<file path="src/rtl/fetch_stage_pkg.sv">
// Shared types and constants for the instruction-fetch front end and decode.
package fetch_stage_pkg;

  localparam int unsigned INSTR_W = 16;
  localparam int unsigned PC_W    = 8;

  localparam logic [PC_W-1:0]    RESET_PC_DEF = PC_W'(0);
  // Bubble encoding; decode treats this word as a no-op.
  localparam logic [INSTR_W-1:0] NOP_INSTR    = INSTR_W'(0);

  // IF/ID pipeline bundle.
  typedef struct packed {
    logic [INSTR_W-1:0] instr;
    logic [PC_W-1:0]    pc;
    logic               valid;
  } ifid_t;

  // Where the IF/ID register takes its next contents from.
  typedef enum logic [1:0] {
    SRC_HOLD = 2'd0,
    SRC_F2   = 2'd1,
    SRC_SKID = 2'd2,
    SRC_KILL = 2'd3
  } ifid_src_e;

  // Sequential PC increment, wrapping modulo 2^PC_W.
  function automatic logic [PC_W-1:0] pc_inc(input logic [PC_W-1:0] pc);
    return PC_W'(pc + PC_W'(1));
  endfunction

endpackage

</file>
<file path="src/rtl/fetch_stage_if.sv">
// Hazard-control, instruction-memory and IF/ID signals of the fetch stage.
interface fetch_stage_if;
  import fetch_stage_pkg::*;

  logic               stall_ctrl;
  logic               flush_ctrl;
  logic               redirect_valid;
  logic [PC_W-1:0]    redirect_pc;
  logic [PC_W-1:0]    imem_addr;
  logic [INSTR_W-1:0] imem_rdata;
  logic [INSTR_W-1:0] ifid_instr;
  logic [PC_W-1:0]    ifid_pc;
  logic               ifid_valid;

  // Fetch stage side.
  modport master (
    input  stall_ctrl, flush_ctrl, redirect_valid, redirect_pc, imem_rdata,
    output imem_addr, ifid_instr, ifid_pc, ifid_valid
  );

  // Environment side: hazard unit, instruction memory and decode.
  modport slave (
    output stall_ctrl, flush_ctrl, redirect_valid, redirect_pc, imem_rdata,
    input  imem_addr, ifid_instr, ifid_pc, ifid_valid
  );

endinterface

</file>
<file path="src/rtl/fetch_skid_reg.sv">
// Single-entry hold register for a fetched word that decode cannot take yet.
module fetch_skid_reg
  import fetch_stage_pkg::*;
(
  input  logic               clock_i,
  input  logic               reset_i,
  input  logic               load_i,
  input  logic               clear_i,
  input  logic [INSTR_W-1:0] instr_i,
  input  logic [PC_W-1:0]    pc_i,
  output logic               valid_o,
  output logic [INSTR_W-1:0] instr_o,
  output logic [PC_W-1:0]    pc_o
);

  ifid_t entry_q;
  ifid_t entry_d;

  // Clear wins over load; a held entry is never overwritten.
  always_comb begin
    entry_d = entry_q;
    if (clear_i) begin
      entry_d.valid = 1'b0;
    end else if (load_i && !entry_q.valid) begin
      entry_d.instr = instr_i;
      entry_d.pc    = pc_i;
      entry_d.valid = 1'b1;
    end
  end

  // Entry register with synchronous reset.
  always_ff @(posedge clock_i) begin
    if (reset_i) begin
      entry_q <= '0;
    end else begin
      entry_q <= entry_d;
    end
  end

  assign valid_o = entry_q.valid;
  assign instr_o = entry_q.instr;
  assign pc_o    = entry_q.pc;

endmodule

</file>
<file path="src/rtl/fetch_stage.sv">
// Instruction fetch: PC register, synchronous-read memory tracking (F2),
// stall skid entry and the IF/ID pipeline register.
module fetch_stage
  import fetch_stage_pkg::*;
#(
  parameter logic [PC_W-1:0] RESET_PC = RESET_PC_DEF
) (
  input  logic          clock,
  input  logic          reset,
  fetch_stage_if.master fe
);

  logic [PC_W-1:0]    pc_q;
  logic [PC_W-1:0]    pc_d;
  logic               f2_valid_q;
  logic               f2_valid_d;
  logic [PC_W-1:0]    f2_pc_q;
  logic [PC_W-1:0]    f2_pc_d;
  ifid_t              ifid_q;
  ifid_t              ifid_d;
  ifid_src_e          ifid_src;
  logic               skid_load;
  logic               skid_clear;
  logic               skid_valid;
  logic [INSTR_W-1:0] skid_instr;
  logic [PC_W-1:0]    skid_pc;
  logic               kill;

  assign kill = fe.flush_ctrl | fe.redirect_valid;

  // Next PC, F2 tracking and skid control; flush/redirect > stall > normal.
  always_comb begin
    pc_d       = pc_q;
    f2_valid_d = f2_valid_q;
    f2_pc_d    = pc_q;
    skid_load  = 1'b0;
    skid_clear = 1'b0;
    ifid_src   = SRC_HOLD;
    if (kill) begin
      f2_valid_d = 1'b0;
      skid_clear = 1'b1;
      if (fe.redirect_valid) begin
        pc_d = fe.redirect_pc;
      end else if (!fe.stall_ctrl) begin
        pc_d = pc_inc(pc_q);
      end
      if (fe.flush_ctrl) begin
        ifid_src = SRC_KILL;
      end
    end else if (fe.stall_ctrl) begin
      // The word now on imem_rdata moves to the skid entry and memory re-reads
      // pc_q. The re-read only counts as live when F2 already carried a live
      // word; otherwise it would be delivered a second time after release.
      skid_load = f2_valid_q && !skid_valid;
    end else begin
      pc_d       = pc_inc(pc_q);
      f2_valid_d = 1'b1;
      ifid_src   = skid_valid ? SRC_SKID : SRC_F2;
      skid_clear = skid_valid;
    end
  end

  // IF/ID source select.
  always_comb begin
    ifid_d = ifid_q;
    unique case (ifid_src)
      SRC_F2: begin
        ifid_d.instr = fe.imem_rdata;
        ifid_d.pc    = f2_pc_q;
        ifid_d.valid = f2_valid_q;
      end
      SRC_SKID: begin
        ifid_d.instr = skid_instr;
        ifid_d.pc    = skid_pc;
        ifid_d.valid = 1'b1;
      end
      SRC_KILL: begin
        ifid_d.instr = NOP_INSTR;
        ifid_d.valid = 1'b0;
      end
      default: begin
        ifid_d = ifid_q;
      end
    endcase
  end

  // PC, F2 and IF/ID registers with synchronous reset.
  always_ff @(posedge clock) begin
    if (reset) begin
      pc_q       <= RESET_PC;
      f2_valid_q <= 1'b0;
      f2_pc_q    <= PC_W'(0);
      ifid_q     <= '0;
    end else begin
      pc_q       <= pc_d;
      f2_valid_q <= f2_valid_d;
      f2_pc_q    <= f2_pc_d;
      ifid_q     <= ifid_d;
    end
  end

  fetch_skid_reg u_skid (
    .clock_i (clock),
    .reset_i (reset),
    .load_i  (skid_load),
    .clear_i (skid_clear),
    .instr_i (fe.imem_rdata),
    .pc_i    (f2_pc_q),
    .valid_o (skid_valid),
    .instr_o (skid_instr),
    .pc_o    (skid_pc)
  );

  assign fe.imem_addr  = pc_q;
  assign fe.ifid_instr = ifid_q.instr;
  assign fe.ifid_pc    = ifid_q.pc;
  assign fe.ifid_valid = ifid_q.valid;

endmodule

</file>
<file path="src/flat_wrapper.sv">
// flat-port wrapper written by rule: the top's interface ports become plain ports
module fetch_stage_flat import fetch_stage_pkg::*;
#(
  parameter logic [PC_W-1:0] RESET_PC = RESET_PC_DEF
)
  (clock, reset, fe_stall_ctrl, fe_flush_ctrl, fe_redirect_valid, fe_redirect_pc, fe_imem_rdata, fe_imem_addr, fe_ifid_instr, fe_ifid_pc, fe_ifid_valid);
  fetch_stage_if fe_i ();
  input  logic clock;
  input  logic reset;
  input wire logic [$bits(fe_i.stall_ctrl)-1:0] fe_stall_ctrl;
  input wire logic [$bits(fe_i.flush_ctrl)-1:0] fe_flush_ctrl;
  input wire logic [$bits(fe_i.redirect_valid)-1:0] fe_redirect_valid;
  input wire logic [$bits(fe_i.redirect_pc)-1:0] fe_redirect_pc;
  input wire logic [$bits(fe_i.imem_rdata)-1:0] fe_imem_rdata;
  output wire logic [$bits(fe_i.imem_addr)-1:0] fe_imem_addr;
  output wire logic [$bits(fe_i.ifid_instr)-1:0] fe_ifid_instr;
  output wire logic [$bits(fe_i.ifid_pc)-1:0] fe_ifid_pc;
  output wire logic [$bits(fe_i.ifid_valid)-1:0] fe_ifid_valid;
  assign fe_i.stall_ctrl = fe_stall_ctrl;
  assign fe_i.flush_ctrl = fe_flush_ctrl;
  assign fe_i.redirect_valid = fe_redirect_valid;
  assign fe_i.redirect_pc = fe_redirect_pc;
  assign fe_i.imem_rdata = fe_imem_rdata;
  assign fe_imem_addr = fe_i.imem_addr;
  assign fe_ifid_instr = fe_i.ifid_instr;
  assign fe_ifid_pc = fe_i.ifid_pc;
  assign fe_ifid_valid = fe_i.ifid_valid;
  fetch_stage #(.RESET_PC(RESET_PC)) u_core (.clock(clock), .reset(reset), .fe(fe_i));
endmodule
</file>
<file path="config.mk">
export PLATFORM = sky130hd
export DESIGN_NAME = fetch_stage_flat
export DESIGN_NICKNAME = d
export VERILOG_FILES = /design/src/rtl/fetch_stage_pkg.sv /design/src/rtl/fetch_stage_if.sv /design/src/rtl/fetch_skid_reg.sv /design/src/rtl/fetch_stage.sv /design/src/flat_wrapper.sv
export SDC_FILE = /design/constraint.sdc
export NUM_CORES = 1
export LEC_CHECK = 0
export CAP_MARGIN = 20
export CORE_UTILIZATION = 30
export DETAILED_ROUTE_END_ITERATION = 10
export SETUP_SLACK_MARGIN = 0.4
export SYNTH_ARGS = -nofsm -noshare
export SYNTH_HDL_FRONTEND = slang
export SYNTH_SLANG_ARGS = --single-unit
</file>
<file path="constraint.sdc">
create_clock -name clock -period 2.09 [get_ports clock]
set_clock_uncertainty 0.2 [all_clocks]
set_input_delay 0.418 -clock clock [delete_from_list [all_inputs] [get_ports clock]]
set_output_delay 0.418 -clock clock [all_outputs]
set_load 0.01 [all_outputs]
</file>
# Yosys cells after proc, flatten, opt, wreduce, memory -nomap -nowiden
# Cells that the tools add are included.
# word_totals
regBits	67
inputBits	29
word_cells	37
# classes
addsub	1
eq_ne	3
muxes	14
bitwise	2
reduce_logical	8
# ops
cell	n
$pmux 16 s3	1
$mux 8	3
$pmux 8 s2	1
$add 8x1->8 const B	1
$mux 2	4
$eq 2x2->1 const B	2
$mux 1	4
$reduce_or 2->1	2
$pmux 1 s3	1
$reduce_bool 3->1	1
$eq 2x1->1 const B	1
$logic_and 1x1->1	2
$reduce_and 2->1	1
$reduce_bool 2->1	1
$logic_not 1->1	1
$not 1->1	1
$or 1x1->1	1

# Longest topological paths before layout
# Gate-level depths: netlist (run 1).
# depth
depth_word	6
mapped_depth	10

# By module
# From an unflattened synthesis (run 1), not the netlist that was laid out.
# hier_totals
hier_cells	308
hier_area_um2	3025.4
# modules_own_cells
mod	instances	cells_each	area_each_um2	seq_area_each_um2
fetch_stage	1	200	1891.8	840.8
fetch_skid_reg	1	108	1133.6	500.5

# Worst setup path before layout (run 1)
# Ideal clock, no wire load.
# synth_timing
kind	input-to-reg
from	input fe_stall_ctrl
to	register u_core.ifid_q, in the netlist u_core.fe.ifid_instr[1]
arrival_ns	1.837
path_slack_ns	-0.079
path_stages	10
cell_sequence	buf_2 -> nor3_1 -> nor2_1 -> inv_1 -> ha_1 -> clkbuf_1 -> clkbuf_1 -> nor3b_1 -> a211oi_1 -> nor3_1
# synth_between
elab_chain_len	4
elab_cells_between_ends	7
cone_classes	eq/ne: 3; mux: 3; reduce/logical: 1
# synth_lines
item	line	text
start: declaration	flat_wrapper.sv:10	input wire logic [$bits(fe_i.stall_ctrl)-1:0] fe_stall_ctrl;
$mux 2 (*)	fetch_stage.sv:50	end else if (fe.stall_ctrl) begin
$mux 2 (*)	fetch_stage.sv:39	if (kill) begin
$eq 2x2->1 / $eq 2x1->1 (equally long branches)	fetch_stage.sv:66	unique case (ifid_src)
$pmux 16 s3 / $reduce_bool 3->1 (equally long branches)	n/a	
end signal: assignment	fetch_stage.sv:98	ifid_q <= ifid_d;
end: declaration	fetch_stage.sv:19	ifid_t ifid_q;
# Every way passes the cells marked *; elsewhere a longest branch is shown, timed or not.
# A chain may end at the register's enable or synchronous reset.

# Final worst setup path (run 1)
# layout_timing
from	register u_core.u_skid.entry_q, in the netlist u_core.u_skid.valid_o
to	register u_core.ifid_q, in the netlist u_core.fe.ifid_pc[1]
# layout_between
elab_chain_len	5
elab_cells_between_ends	7
cone_classes	eq/ne: 2; mux: 4; reduce/logical: 1
# layout_lines
item	line	text
start: declaration	fetch_skid_reg.sv:16	ifid_t entry_q;
start signal: assignment	fetch_skid_reg.sv:36	entry_q <= entry_d;
$mux 2 (*)	fetch_stage.sv:58	ifid_src = skid_valid ? SRC_SKID : SRC_F2;
$mux 2 (*)	fetch_stage.sv:50	
$mux 2 (*)	fetch_stage.sv:39	
$eq 2x2->1 / $eq 2x1->1 (equally long branches)	fetch_stage.sv:66	
$pmux 8 s2 / $reduce_bool 2->1 (equally long branches)	n/a	
# Marks and branches as above.

==> results of run 1 <==
[cell families after synthesis]
logic type,count (synthesis)
flops,67
xor+xnor,4
fa+ha+maj,4
buf+inv,36
simple gates,113
compound gates,82
mux,17
[flip-flops by register name, summed over array words and instances, names as in the netlist]
register	count
u_core.u_skid.pc_o	8
u_core.fe.ifid_pc	8
u_core.fe.imem_addr	8
u_core.u_skid.valid_o	1
u_core.fe.ifid_instr	16
u_core.u_skid.instr_o	16
u_core.f2_valid_q	1
u_core.fe.ifid_valid	1
u_core.f2_pc_q	8
[placed cells by master, fill, tap and decap left out, drive strengths merged, types with 2 or more instances in the layout]
cell and count:
nor2 15, xnor2 2, nand4b 2, clkdlybuf4s50 24
o31ai 2, mux2 9, mux2i 8, nor3b 16
or4 2, nand2 6, ha 4, nor2b 24
inv 5, a21oi 27, a31oi 2, o21ai 26
buf 36, nor3 17, dfxtp 67, nand3b 26
clkbuf 13, clkinv 3, dlygate4sd2 34, xor2 2
o21bai 2, a211oi 19
[metrics by stage]
step | TNS, ns | util, % | setup slack [ns]
final | 0 | 47.35 | 0.2266
after global routing | 0 | 47.35 | 0.1491
after detailed placement | -13.52 | 41.21 | -0.5209
after CTS | 0 | 45.65 | 0.2017
after floorplan | 0 | - | 0.1860
after global placement | -11.10 | 41.21 | -0.4581
[path summary, 6_finish.rpt]
path | from | to | slack [ns] | cells past startpoint
worst max register to register | u_core.u_skid.valid_o | u_core.fe.ifid_pc[1] | 0.23 | 8
worst max-delay path | u_core.u_skid.valid_o | u_core.fe.ifid_pc[1] | 0.23 | 8
worst min register to register | u_core.u_skid.pc_o[2] | u_core.u_skid.pc_o[2] | 0.27 | 2
worst min-delay path | u_core.u_skid.pc_o[2] | u_core.u_skid.pc_o[2] | 0.27 | 2
[area by class of cell]
class | instances | area, µm²
timing repair buffer | 95 | 1005
tap | 129 | 161.4
fill | 894 | 4957
clock inverter | 3 | 15.01
clock buffer | 12 | 145.1
multi-input combinational | 220 | 1758
sequential | 67 | 1355
inverter | 5 | 18.77
[power groups by stage]
stage	clock network, µW	registers (µW)	logic, µW
floorplan	0	1400	199
finish	913	1360	483
global route	1010	1370	522
CTS	940	1360	446
global placement	0	1390	398
detailed placement	0	1390	400
[critical path: stages (launching register included)]
cell and delay, ns:
dfxtp_2 0.35, nor3_2 0.04, nor2_2 0.21, ha_4 0.25, buf_6 0.13, buf_16 0.11, mux2_4 0.29, mux2i_1 0.12
nor2_1 0.05
[metal layers]
layer / routed length, µm / global-route usage [%] / up-vias
li1: - / - / 1304
met1: 3866 / 20.83 / 1303
met2: 3689 / 26.32 / 42
met3: 278 / 4.003 / 6
met4: 65 / 4.682 / 0
met5: 0 / 0 / -
[cells in the mapped netlist]
cell	instances	share of area [%]
dfxtp_1	67	45
a21oi_1	27	4.6
nand3b_1	25	6.3
nor2b_1	24	5.1
clkbuf_1	23	2.9
o21ai_0	23	3.9
a211oi_1	19	4.8
nor3_1	17	2.9
nor3b_1	16	4.1
nor2_1	15	1.9
mux2_2	9	3.4
mux2i_1	8	2.7
buf_2	6	1.0
nand2_1	6	0.76
inv_1	5	0.63
ha_1	4	1.7
o21ai_1	3	0.51
a31oi_1	2	0.42
buf_1	2	0.25
o21bai_1	2	0.51
o31ai_1	2	0.51
or4_1	2	0.51
xnor2_1	2	0.59
xor2_1	2	0.59
a2111oi_0	1	0.30
a21o_1	1	0.25
a311oi_1	1	0.30
nand3_1	1	0.17
nand3b_4	1	0.68
nand4b_1	1	0.30
nand4b_4	1	0.80
nand4bb_1	1	0.38
nor4_1	1	0.21
nor4bb_1	1	0.34
o41ai_1	1	0.30
or3_1	1	0.21
[timing repair]
item / CTS / global route
gates cloned: 4 / 1
endpoints found under the setup margin: 86 / 26
pin swaps: 12 / 8
setup buffers: 3 / 6
gates resized for setup: 87 / 16
==> run metrics, run 1 <==
crit end category=register; first-pass GRT wire length=12,700 µm; Final Non-Filler Cells=531; mapped cell area=0.002963 mm²; worst slew pin tran=0.5178 ns; CTS Root Cell=clkbuf_8; Setup crit start kind=register; largest net degree at the start of global routing=51; Die Span Y=101.4 µm; Leak=0.001774 µW; hold slack=0.2747 ns; CP arrival=1.90 ns; drt pass-1 iters=4; Seq pwr share=49.4%; routed length per instance=14.88 µm; critical path class=register to register; H-tree levels=3; Syn Nets=356; post-synthesis mux area share=6.123%; worst-path fanout max=5; area fraction in compound gates after synthesis=16.34%; mean area per synthesized cell=9.173 µm²; Tmin final=1.863 ns; final setup violation count=0; Hold Buf Count CTS=0; # nets final=431; clock power share=33.1%; I/O Buffers=61; simple-gate share of the synthesized area=24.58%; status=complete, no violations; vias in the first global route=2,561; Max IR drop VDD=0.2938 mV; DP Area=0.003880 mm²; First DRT Iteration DRCs=61; Layout area overhead=50.46%; die footprint=0.01028 mm²; ant diodes=0; fmax=0.5366 GHz; total congestion overflow=0; sequential share of the synthesized area=45.27%; number of routed nets with antenna violations=0; internal cell power=2047 µW; Clock Latency Late Sink=0.33 ns; I/O pin cnt=62; Yosys reg bits=67; Cell Pwr Density=618.6 mW/mm²; Syn Inst Count=323; Switching Share=25.76%; Core Box Area=0.009415 mm²; initial antenna violation count=0; wirelength, routed=7899 µm; cell count after placement=502; CTS Buf Count=9; fraction of layout cells with a size suffix above 1=26.37%; worst path required time=2.12 ns; Switching Power=710.2 µW; drt drc=0; final hold violations=0; overall routing resource usage=16.04%; largest family of logic cells by synthesized area=simple AND/OR/NAND/NOR gates; Slew HR=65.48%; Initial Util=31.47%; Cell Rows=35; DP Wirelength=4710 µm; Final Cell Area=0.004458 mm²; XOR/XNOR share of the synthesized area=1.182%; Final period util=89.16%; Worst-path clk slew=0.07 ns; Synth Area in Adders=1.689%; die width=101.4 µm; Vias/cell=5.000; total chip power=2758 µW; CTS tree=yes; RSZ-0062 raised after global routing=true; Max-cap violations=0; logic gate share of total power=17.5%; Final Wtd Congestion=0.6897; yosys warns=0; Yosys cell types=36; worst min-delay path class=register to register; clk sinks=67; maximum clock path buffer count=2; Vias=2,655; Final Max Tran Viols=0
(Power assumes the default switching activity.)
==> run 2, diff against run 1 <==
Settings changed: CAP_MARGIN 20 to 5.
==> results of run 2 <==
No change in the layout: final DEF, timing and power equal those of run 1.
==> run 3, diff against run 2 <==
Clock period 2.09 ns to 2.2 ns, I/O delays scaled along.
==> run 3 against run 2 <==
Compared with the run above:
- combinational power is 16% lower
- flip-flop and latch count stayed put
- die area stayed put
- register-to-register slack better by 0.18 ns
- wire length is 2.9% lower
- first-iteration DRC count is 110% higher
- worst hold slack better by 0.0013 ns
- total power hardly changed
- maximum frequency is 3.7% higher
- non-clock buffer count is 10 lower
- worst setup slack better by 0.18 ns
- sequential power is 5% lower
==> run metrics, run 3 (synthesis gave the netlist of run 1 again) <==
status=complete, no violations; maximum clock path buffer count=2 (unchanged); Tmin final=1.797 ns (-0.06598 ns); slowest stage delay, CP=0.36 ns (about the same); die footprint=0.01028 mm² (unchanged); number of routed nets with antenna violations=0 (unchanged); # nets final=421 (-2.3%); First DRT Iteration DRCs=128 (+110%); total congestion overflow=0 (unchanged); Max IR drop VDD=0.2748 mV (-6.5%); Core Box Area=0.009415 mm² (unchanged); I/O Buffers=61 (unchanged); initial antenna violation count=0 (unchanged); CTS Buf Count=9 (unchanged); Die Span Y=101.4 µm (unchanged); final setup violation count=0 (unchanged); Final period util=81.70% (-7.5 points); worst slew pin tran=0.4206 ns (-0.09726 ns); wirelength, routed=7666 µm (-2.9%); Worst path slowest cell=dfxtp_2; critical path class=register to register; clk sinks=67 (unchanged); drt pass-1 iters=5 (+1); commonest non-fill, non-tap cells in the layout=dfxtp_1, dlygate4sd2_1, a21oi_1; I/O pin cnt=62 (unchanged); worst-path fanout max=6 (+1); Worst-path clk slew=0.07 ns (about the same); worst min-delay path class=register to register; CP arrival=1.81 ns (-0.09 ns); die width=101.4 µm (unchanged); Final Wtd Congestion=0.7192 (+4.3%); Cell Pwr Density=646.3 mW/mm² (+4.5%); vias in the first global route=2,521 (-1.6%); Clock Latency Late Sink=0.33 ns (about the same); Cell Rows=35 (unchanged); hold slack=0.2759 ns (+0.001293 ns); final hold violations=0 (unchanged); worst path required time=2.22 ns (+0.10 ns); Initial Util=31.47% (unchanged); final core occ=45.29% (-2.1 points); overall routing resource usage=15.34% (-0.70 points); Hold Buf Count CTS=0 (unchanged); commonest non-fill, non-tap cell in the layout=dfxtp_1; ant diodes=0 (unchanged); Slew HR=71.96% (+6.5 points); Final Max Tran Viols=0 (unchanged); DP Wirelength=4657 µm (-1.1%); fmax=0.5563 GHz (+3.7%); CTS tree=yes; crit end category=register; Leak=0.001678 µW (-5.4%); critical-path cell list=nor3_2 > nor2_2 > ha_4 > clkbuf_16 > mux2_4 > mux2i_1 > nor2_1; fraction of layout cells with a size suffix above 1=20.87% (-5.5 points); drt drc=0 (unchanged); RSZ-0062 raised after global routing=true; WP buf/inv=1 (-1); Max-cap violations=0 (unchanged); largest net degree at the start of global routing=50 (-2.0%); CTS Root Cell=clkbuf_8; final setup TNS=0 ns (unchanged); Crit path max-delay family=multiplexers; Vias/cell=5.042 (+0.84%); Layout area overhead=43.92%; Final Non-Filler Cells=522 (-1.7%); routed length per instance=14.69 µm (-1.3%); H-tree levels=3 (unchanged); cell count after placement=501 (-0.20%); Vias=2,632 (-0.87%); Setup crit start kind=register; first-pass GRT wire length=12,180 µm (-4.1%)
[run 3: cell count changes in the layout (fill, tap and decap cells not counted), sizes merged]
cell,before,now
dlygate4sd2,34,33
clkinv,3,1
buf,36,25
clkdlybuf4s15,0,1
bufinv,0,1
clkinvlp,0,1
clkbuf,13,15
[run 3: tightest hold or removal path, cell delays in order (launching register included)]
cell and delay [ns]:
dfxtp_1 0.31, o21ai_0 0.06, a21oi_1 0.06
[run 3: layout make-up]
cell class                 instances  area (µm²)
clock inverter                     3       46.29
clock buffer                      13       158.9
sequential                        67        1355
inverter                           5       18.77
tap                              129       161.4
timing repair buffer              85       863.3
multi-input combinational        220        1660
fill                             908        5151
[run 3: per-layer routing]
metal / vias up / part of all wire (%) / wire length, µm / track usage (%)
met3: 12 / 3.5 / 265 / 2.415
met4: 0 / 2.3 / 180 / 9.699
met2: 56 / 46 / 3539 / 23.81
met1: 1276 / 48 / 3681 / 19.92
li1: 1288 / - / - / -
met5: - / 0 / 0 / 0
[run 3: where the power goes]
| part | internal [µW] | switching [µW] |
|---|---|---|
| clock | 589 | 464 |
| combinational | 224 | 184 |
| sequential | 1260 | 36.1 |
[run 3: path summary, 6_finish.rpt]
| path | from | to | slack, ns | depth (start not counted) |
|---|---|---|---|---|
| worst max register to register | u_core.u_skid.valid_o | u_core.fe.ifid_pc[7] | 0.40 | 7 |
| worst max-delay path | u_core.u_skid.valid_o | u_core.fe.ifid_pc[7] | 0.40 | 7 |
| worst min-delay path | u_core.u_skid.instr_o[11] | u_core.u_skid.instr_o[11] | 0.28 | 2 |
| worst min register to register | u_core.u_skid.instr_o[11] | u_core.u_skid.instr_o[11] | 0.28 | 2 |
[run 3: timing repair]
item	CTS	global route
setup endpoints to repair	85	22
resized for setup	65	14
pin swaps	3	16
buffers inserted	1	1
cloned	1	2
[run 3: through the flow]
stage | setup WS, ns | area (µm²) | total power, µW
final | 0.4025 | 4264 | 2756
after global routing | 0.3094 | 4264 | 2879
after CTS | 0.4110 | 4146 | 2763
after detailed placement | -0.4083 | 3872 | 1705
after global placement | -0.3815 | 3872 | 1701
after floorplan | 0.2740 | 3078 | 1521
==> RTL edit, RTL diff (flow settings as in run 1) <==
Make the reset (`reset` and `reset_i`) asynchronous in 2 clocked blocks. Comments in the files are not updated.
--- a/src/rtl/fetch_skid_reg.sv
+++ b/src/rtl/fetch_skid_reg.sv
@@ -31,3 +31,3 @@
   // Entry register with synchronous reset.
-  always_ff @(posedge clock_i) begin
+  always_ff @(posedge clock_i or posedge reset_i) begin
     if (reset_i) begin
--- a/src/rtl/fetch_stage.sv
+++ b/src/rtl/fetch_stage.sv
@@ -87,3 +87,3 @@
   // PC, F2 and IF/ID registers with synchronous reset.
-  always_ff @(posedge clock) begin
+  always_ff @(posedge clock or posedge reset) begin
     if (reset) begin
Behaviour: differs if reset is asserted again (counterexample within 4 cycles, from zero or initial values and one cycle with reset high); with reset held inactive, the same outputs for 10 cycles.
==> RTL edit against run 1 <==
Cell count fell by 18%; sequential cell count did not move; maximum frequency rose by 4.1%; synthesized area fell by 4.6%; count of clock-buffer cells in the layout fell by 2; design area fell by 5.7%; first-iteration DRC count rose by 20%; global-route usage fell by 2.0 points; routed wire length fell by 19%; setup slack improved by 0.073 ns; combinational power rose by 43%; die area fell by 4.5%; non-clock buffer count fell by 7; total power rose by 27%.
==> RTL edit: results (changes against run 1) <==
| Metric | Value |
|---|---|
| Dominant cells by area after synthesis | `dfrtp_1, mux2_2, o21ai_0, nand2_1, a22oi_1 (was dfxtp_1, nand3b_1, nor2b_1, a211oi_1, a21oi_1)` |
| Reg-to-reg slack, setup | `0.32 ns (was 0.23 ns)` |
| IO Port Bufs | `61 (unchanged)` |
| CTS Buf Count | `9 (unchanged)` |
| Min-delay worst type | `flip-flop to flip-flop (unchanged)` |
| Hold buffers post-CTS | `0 (unchanged)` |
| Post-route ant nets | `0 (unchanged)` |
| H-tree depth | `3 (unchanged)` |
| Critical path endpoint | `u_core.fe.ifid_pc[2] (was u_core.fe.ifid_pc[1])` |
| Root Driver | `clkbuf_8 (unchanged)` |
| Setup crit end kind | `flip-flop (unchanged)` |
| Iteration-0 DRC Markers | `73 (was 61)` |
| WL met1 | `2940 um (was 3870 um)` |
| Top Layer Used | `met4 (unchanged)` |
| Cell class contributing the biggest share of worst-path delay | `buffers and inverters (was multiplexers)` |
| Sequential share of the synthesized area | `59.3% (was 45.3%)` |
| Outcome | `complete, no violations (unchanged)` |
| Share of cells above drive strength 1 | `32.3% (was 26.4%)` |
| Syn_nets | `267 (was 356)` |
| CP max stage cell | `dlygate4sd2_1 (was dfxtp_2)` |
| R2R cell count | `8 (unchanged)` |
| Fin nets | `353 (was 431)` |
| Crit. Startpoint | `fe_stall_ctrl (was u_core.u_skid.valid_o)` |
| Post-DP HPWL | `3870 um (was 4710 um)` |
| WL final | `6380 um (was 7900 um)` |
| Crit Reg-Reg Startpoint | `u_core.u_skid.valid_o (unchanged)` |
| Top post-synthesis cells by count | `dfrtp_1, nand2_1, o21ai_0 (was dfxtp_1, a21oi_1, nand3b_1)` |
| Post-synthesis async set-or-reset flop share | `100% (was 0%)` |
| Fillers | `865 (was 894)` |
| Synth unique cells | `35 (was 36)` |
| Crit path DAT | `1.80 ns (was 1.90 ns)` |
| DR WL met2 | `3110 um (was 3690 um)` |
| TritonRoute pass-1 iters | `6 (was 4)` |
| Maximum vdd drop | `0.000318 V (was 0.000294 V)` |
| P_leak | `1.91 nW (was 1.77 nW)` |
| Synth Instances | `234 (was 323)` |
| Wire length per cell | `14.6 um (was 14.9 um)` |
| Initial antenna violation count | `0 (unchanged)` |
| Largest net degree at the start of global routing | `68 (was 51)` |
| Yosys warnings | `0 (unchanged)` |
| Clk buf depth | `2 (unchanged)` |
| First-pass GRT wire length | `10500 um (was 12700 um)` |
| Dominant synthesized flop cell | `dfrtp_1 (was dfxtp_1)` |
| Worst-Margin Slew | `0.349 ns (was 0.518 ns)` |
| Placed Cells | `405 (was 502)` |
| Worst skew pair latency | `0.33 ns (about the same)` |
| Crit Path Max Fanout | `8 (was 5)` |
| Routed vias | `2068 (was 2655)` |
| Tot GR Track Use | `14.1% (was 16.0%)` |
| Gpl congestion | `0.749 (was 0.690)` |
| # diodes | `0 (unchanged)` |
| Crit path largest cell delay | `0.26 ns (was 0.35 ns)` |
| Met3 Routed Length | `176 um (was 278 um)` |
| Hold Startpoint | `u_core.fe.ifid_instr[3] (was u_core.u_skid.pc_o[2])` |
## RTL edit: what timing repair did
item	CTS	global route
cloned	3	0
hold endpoints to repair	0	0
buffers inserted	11	1
setup endpoints to repair	84	33
pin swaps	22	9
gates resized for setup	68	9
## RTL edit: cells by family (layout without fill, tap and decap cells)
kind of cell	count (synthesis)	count (layout)	share of synthesized area, %
buffers and inverters	18	109	3.05
and+or+nand+nor	53	53	10.1
adders and majority gates	4	4	1.77
DFF	67	67	59.3
muxes	33	33	12.7
AOI/OAI and AO/OA	55	55	11.8
xor gates and xnor gates	4	4	1.24
## RTL edit: power breakdown
part	internal [mW]	leakage [nW]	switching, mW
Sequential	1.50	0.839	0.119
Clock	0.704	0.108	0.498
Combinational	0.385	0.962	0.305
## RTL edit: how the worst min path moves through the flow
stage | cells past startpoint | endpoint | slack [ns]
after CTS | 0 | u_core.f2_pc_q[7] | 0.24
after floorplan | 0 | u_core.f2_pc_q[7] | 0.24
final | 2 | u_core.fe.ifid_instr[3] | 0.28
after detailed placement | 0 | u_core.f2_pc_q[7] | 0.23
after global placement | 0 | u_core.f2_pc_q[7] | 0.21
after global routing | 2 | u_core.fe.ifid_instr[4] | 0.31
## RTL edit: worst min-delay path: stages, from the launching register on
cell and delay [ns]:
dfrtp_1 0.34, nand2_1 0.05, o21ai_1 0.06
## RTL edit: area by class of cell
class                           count  area [sq um]  area share [%]
Inverter                            5          25.0           0.595
Multi-Input combinational cell    149          1200            28.5
Timing Repair Buffer               88           930            22.1
Clock inverter                      6          88.8            2.11
Sequential cell                    67          1680            40.1
Clock buffer                       10           138            3.27
Tap cell                          111           139            3.30
## RTL edit: routing by layer
layer / vias to the layer above / track usage, %
met3: 13 / 3.12
met4: 0 / 7.35
met1: 1014 / 17.8
met5: - / 0
li1: 998 / -
met2: 43 / 22.6
## RTL edit: metrics by stage
| step | power, mW | util, % | hold WS (ns) | instance area [sq um] | setup slack (ns) |
|---|---|---|---|---|---|
| floorplan | 1.97 | - | 0.242 | 2950 | 0.213 |
| global placement | 2.27 | 40.8 | 0.205 | 3750 | -0.178 |
| detailed placement | 2.29 | 40.8 | 0.231 | 3750 | -0.219 |
| CTS | 3.54 | 45.3 | 0.239 | 4160 | 0.208 |
| global route | 3.70 | 45.7 | 0.313 | 4200 | 0.224 |
| finish | 3.51 | 45.7 | 0.284 | 4200 | 0.300 |
